## src/rtl/level_scheduler.sv

```systemverilog
// Game-run sequencer for the fall-rate tick counter: run/pause/over FSM, level and
// line bookkeeping, speed select, counter-restart strobe and one-cycle drop step.
// Optional soft-drop speed override is compiled in with SOFT_DROP_EN.
module level_scheduler #(
  parameter int LINES_PER_LEVEL = 4,
  parameter int LEVEL_MAX       = 9,
  parameter int LEVEL_W         = 4
) (
  input  logic               Clock,
  input  logic               Reset,
  input  logic               start,
  input  logic               pause,
  input  logic               line_clr,
  input  logic               game_over,
  input  logic               tick,
`ifdef SOFT_DROP_EN
  input  logic               soft_drop,
`endif
  output logic [1:0]         speed,
  output logic               tick_rst,
  output logic               step,
  output logic [LEVEL_W-1:0] level,
  output logic [1:0]         state
);

  localparam int CNT_W = $clog2(LINES_PER_LEVEL) + 1;
  localparam logic [CNT_W-1:0]   CNT_LAST = CNT_W'(LINES_PER_LEVEL - 1);
  localparam logic [LEVEL_W-1:0] LVL_MAX  = LEVEL_W'(LEVEL_MAX);

  typedef enum logic [1:0] {
    IDLE  = 2'b00,
    RUN   = 2'b01,
    PAUSE = 2'b10,
    OVER  = 2'b11
  } state_t;

  state_t             state_q, state_d;
  logic [CNT_W-1:0]   line_cnt, cnt_d;
  logic [LEVEL_W-1:0] level_d;
  logic [1:0]         speed_d;
  logic               tick_rst_d, step_d, soft_force;

  // Levels 0..2 map straight onto the speed select; everything above runs flat out.
  function automatic logic [1:0] level_speed(input logic [LEVEL_W-1:0] l);
    return (l >= LEVEL_W'(3)) ? 2'b11 : l[1:0];
  endfunction

  assign state = state_q;

  // State register.
  always_ff @(posedge Clock) begin
    if (Reset) state_q <= IDLE;
    else       state_q <= state_d;
  end

  // Next-state decode; game_over outranks pause, start only counts from IDLE/OVER.
  always_comb begin
    state_d = state_q;
    case (state_q)
      IDLE:    if (start) state_d = RUN;
      RUN:     if (game_over) state_d = OVER;
               else if (pause) state_d = PAUSE;
      PAUSE:   if (game_over) state_d = OVER;
               else if (pause) state_d = RUN;
      OVER:    if (start) state_d = RUN;
      default: state_d = IDLE;
    endcase
  end

  // Next values of the registered outputs and the line counter.
  always_comb begin
    level_d    = level;
    cnt_d      = line_cnt;
    soft_force = 1'b0;
`ifdef SOFT_DROP_EN
    soft_force = soft_drop;
`endif
    if ((state_q == IDLE || state_q == OVER) && start) begin
      level_d = '0;
      cnt_d   = '0;
    end else if (state_q == RUN && !game_over && !pause && line_clr) begin
      if (line_cnt == CNT_LAST) begin
        // Count wraps even when the level is already saturated.
        cnt_d = '0;
        if (level != LVL_MAX) level_d = level + LEVEL_W'(1);
      end else begin
        cnt_d = line_cnt + CNT_W'(1);
      end
    end
    speed_d = (soft_force && state_d == RUN) ? 2'b11 : level_speed(level_d);
    // Hold the counter cleared outside RUN, on the first RUN cycle, and on any rate change.
    tick_rst_d = !(state_q == RUN && state_d == RUN) || (speed_d != speed);
    // Ticks arriving while the counter is being restarted are stale and dropped.
    step_d = (state_q == RUN) && tick && !tick_rst;
  end

  // Output and bookkeeping registers.
  always_ff @(posedge Clock) begin
    if (Reset) begin
      level    <= '0;
      line_cnt <= '0;
      speed    <= 2'b00;
      tick_rst <= 1'b1;
      step     <= 1'b0;
    end else begin
      level    <= level_d;
      line_cnt <= cnt_d;
      speed    <= speed_d;
      tick_rst <= tick_rst_d;
      step     <= step_d;
    end
  end

endmodule

```

## config.mk

```make
export PLATFORM = sky130hd
export DESIGN_NAME = level_scheduler
export DESIGN_NICKNAME = d
export VERILOG_FILES = /design/src/rtl/level_scheduler.sv
export SDC_FILE = /design/constraint.sdc
export NUM_CORES = 1
export LEC_CHECK = 0
export CAP_MARGIN = 20
export CORE_UTILIZATION = 35
export CTS_CLUSTER_SIZE = 16
export DETAILED_ROUTE_END_ITERATION = 6
export GPL_TIMING_DRIVEN = 0
export HOLD_SLACK_MARGIN = 0.08
export MAX_ROUTING_LAYER = met4
export PLACE_DENSITY = 0.56
export REMOVE_ABC_BUFFERS = 1
export SYNTH_ARGS = -nofsm -noshare
export SYNTH_HDL_FRONTEND = slang
export SYNTH_SLANG_ARGS = --single-unit
```

## constraint.sdc

```tcl
create_clock -name Clock -period 4.11 [get_ports Clock]
set_clock_uncertainty 0.1 [all_clocks]
set_input_delay 0.6165 -clock Clock [delete_from_list [all_inputs] [get_ports Clock]]
set_output_delay 0.6165 -clock Clock [all_outputs]
set_load 0.01 [all_outputs]
```

==> run summary <==
Filler cell count = 212
Overflow after GRT = 0
CTS Buf Count = 3
Non-Filler Instances = 133
First-pass GRT wire length = 2967 µm
FF-to-FF setup slack = 1.42 ns
Io pins = 17
Initial Utilization = 39.03%
RR Startpoint = state[1]
CP max FO = 10
H-tree depth = 1
Yosys warns = 0
Post-CTS setup buffer count = 0
Routed WL = 1878 µm
Critical path endpoint category = register
Max Cap Viol = 0
Register area = 260.3 µm²
Synth cell types = 37
IO buf count = 16
Largest net degree at the start of global routing = 13
Worst Setup Start Kind = input pin
Longest Clk Path Bufs = 2
Synth Register Bits = 13
Final Hold Vio Count = 0
Hold path start = tick_rst
Hpwl dp = 1320 µm
RSZ-0062 raised after global routing = false
Clock tree sinks = 13
WL met3 = 103 µm
Slew Limit Fails = 0
Vias per cell = 5.496
Layout cells sized above 1 = 9.434%
Setup TNS Final = 0 ns
CTS root buf = clkbuf_4
Hold depth = 1
Tcrit/Tclk final = 72.25%
Layout Area Growth over Synthesis = 24.80%
Clock slew at reported path FFs = 0.09 ns
Die X = 49.72 µm
Peak Freq = 336.7 MHz
Rows = 16
Hold crit path type = reg2reg
Routed wire length per instance = 14.12 µm
Routed vias = 731
Sequential-to-total area share from yosys stat = 32.65%
Worst Hold Endpoint = step
ANT nets after route = 0
Post-Route M1 WL = 901 µm
WL met2 = 850 µm
Die H = 49.72 µm
Post-CTS Resized = 0
Pwr Density = 373.0 nW/µm²
Slew HR = 67.67%
Final GP Congestion = 0.7701
Initial antenna violation count = 0
Reg-to-reg critical path endpoint = tick_rst
CP required = 4.19 ns
Worst slew pin tran = 0.4822 ns
CTS tree = yes
DR iter-0 viols = 12
Vias in the first global route = 650
Placed Cells incl. Taps = 129
R2R depth = 8
Final number of setup-violating endpoints = 0
CTS Hold Buffers Added = 0
Max layer used = met4
All-Layer GR Usage = 16.52%
P_leak = 0.0003474 µW
VDD IR max = 0.2865 mV
Mapped Area = 797.0 µm²
Drt drc = 0
Full die area = 2472 µm²
Area of the multi-input gates = 488.0 µm²
Final Net Count = 120
Number of diodes = 0
Tmin final = 2.970 ns
Worst EP arrival = 3.05 ns
Mean Syn Cell Area = 8.856 µm²
First-pass iteration count of the detailed router = 5
Worst-Skew Late Latency = 0.29 ns
WS Path Type = in2reg
Synth Instances = 90
Status = finished clean
Core area = 2042 µm²
power by group:
part	total, µW	internal [µW]	switching [µW]
combinational	140	62.8	76.9
clock	84.0	37.7	46.3
sequential	147	136	11.4
total	371	236	135
metal layers:
layer,up-vias,global-route usage [%]
li1,363,-
met1,335,21.12
met2,29,24.77
met3,4,4.630
met4,0,5.714
met5,-,-
layout by cell type, fill, tap and decap left out, drive strengths merged, types with 4 or more instances in the layout:
cell           synthesis  final
dfxtp                 13     13
nand2                  7      7
clkbuf                 3      4
nor2                  10     10
a21oi                  6      6
ha                     6      6
inv                    7      7
clkdlybuf4s50          0     16
o31ai                  4      4
cells in the mapped netlist:
cell type	number	share of area [%]
o22ai_1	1	0.79
o21ai_2	1	1.1
a21boi_0	1	0.94
and2_1	1	0.79
nor2_1	10	4.7
nor3_1	2	1.3
clkbuf_1	3	1.4
nor4bb_1	1	1.3
or4bb_1	1	1.4
and4bb_2	1	1.6
a211o_1	1	1.1
nand3b_1	1	0.94
o311a_1	1	1.3
buf_6	1	1.4
a21oi_1	5	3.1
o21ai_0	1	0.63
nand2_1	7	3.3
or4_4	2	2.8
o31a_1	1	1.1
inv_1	7	3.3
o21ba_1	1	1.3
nand4_1	1	0.79
a21oi_4	1	2.0
a31oi_1	2	1.6
a41oi_2	1	2.0
nand2b_1	1	0.79
nand3_1	2	1.3
nor2b_1	2	1.6
nor4b_2	1	1.9
nor4b_1	1	1.1
ha_1	6	9.4
dfxtp_1	13	33
o31ai_1	4	3.8
a211oi_1	2	1.9
nand4bb_1	1	1.4
and3b_1	1	1.1
mux2i_1	1	1.3
layout make-up:
| type | count | area share (%) |
|---|---|---|
| Multi-Input combinational cell | 66 | 49.06 |
| Clock buffer | 4 | 2.642 |
| Sequential cell | 13 | 26.16 |
| Inverter | 7 | 2.642 |
| Timing Repair Buffer | 16 | 16.10 |
| Tap cell | 27 | 3.396 |
critical path, cell delays in order:
cell and delay, ns:
clkdlybuf4s50_1 0.50, nand4bb_1 0.54, nor4b_2 0.54, nor2_1 0.16, nor4b_1 0.34, a31oi_1 0.10
o31a_1 0.26
how the worst max path moves through the flow:
stage               startpoint  endpoint  slack [ns]  depth (start not counted)
floorplan                pause  tick_rst        1.71                          6
global placement         pause  tick_rst        0.95                          7
detailed placement       pause  tick_rst        0.93                          7
CTS                      pause  tick_rst        1.19                          7
global route             pause  tick_rst        1.04                          7
finish                   pause  tick_rst        1.14                          7
flip-flops by register name, summed over array words and instances (netlist names):
register and flops:
speed 2, state 2, tick_rst 1, step 1, level 4, line_cnt 3
stage by stage:
step	cell area [µm²]	hold WS (ns)	total power [µW]	util, %	worst slack, ns
finish	994.7	0.3485	371.0	48.71	1.140
global route	994.7	0.3693	392.8	48.71	1.043
CTS	994.7	0.3498	371.8	48.71	1.187
detailed placement	968.4	0.3277	288.3	47.43	0.9326
global placement	968.4	0.3084	285.0	47.43	0.9483
floorplan	774.5	0.3202	238.4	-	1.714
cells by family after synthesis:
logic type | count (synthesis) | synth area share (%)
flops | 13 | 32.65
compound gates | 23 | 22.61
fa+ha+maj | 6 | 9.419
buf+inv | 11 | 6.123
simple gates | 36 | 27.95
mux | 1 | 1.256
No activity file was read; power rests on OpenSTA's default activity.
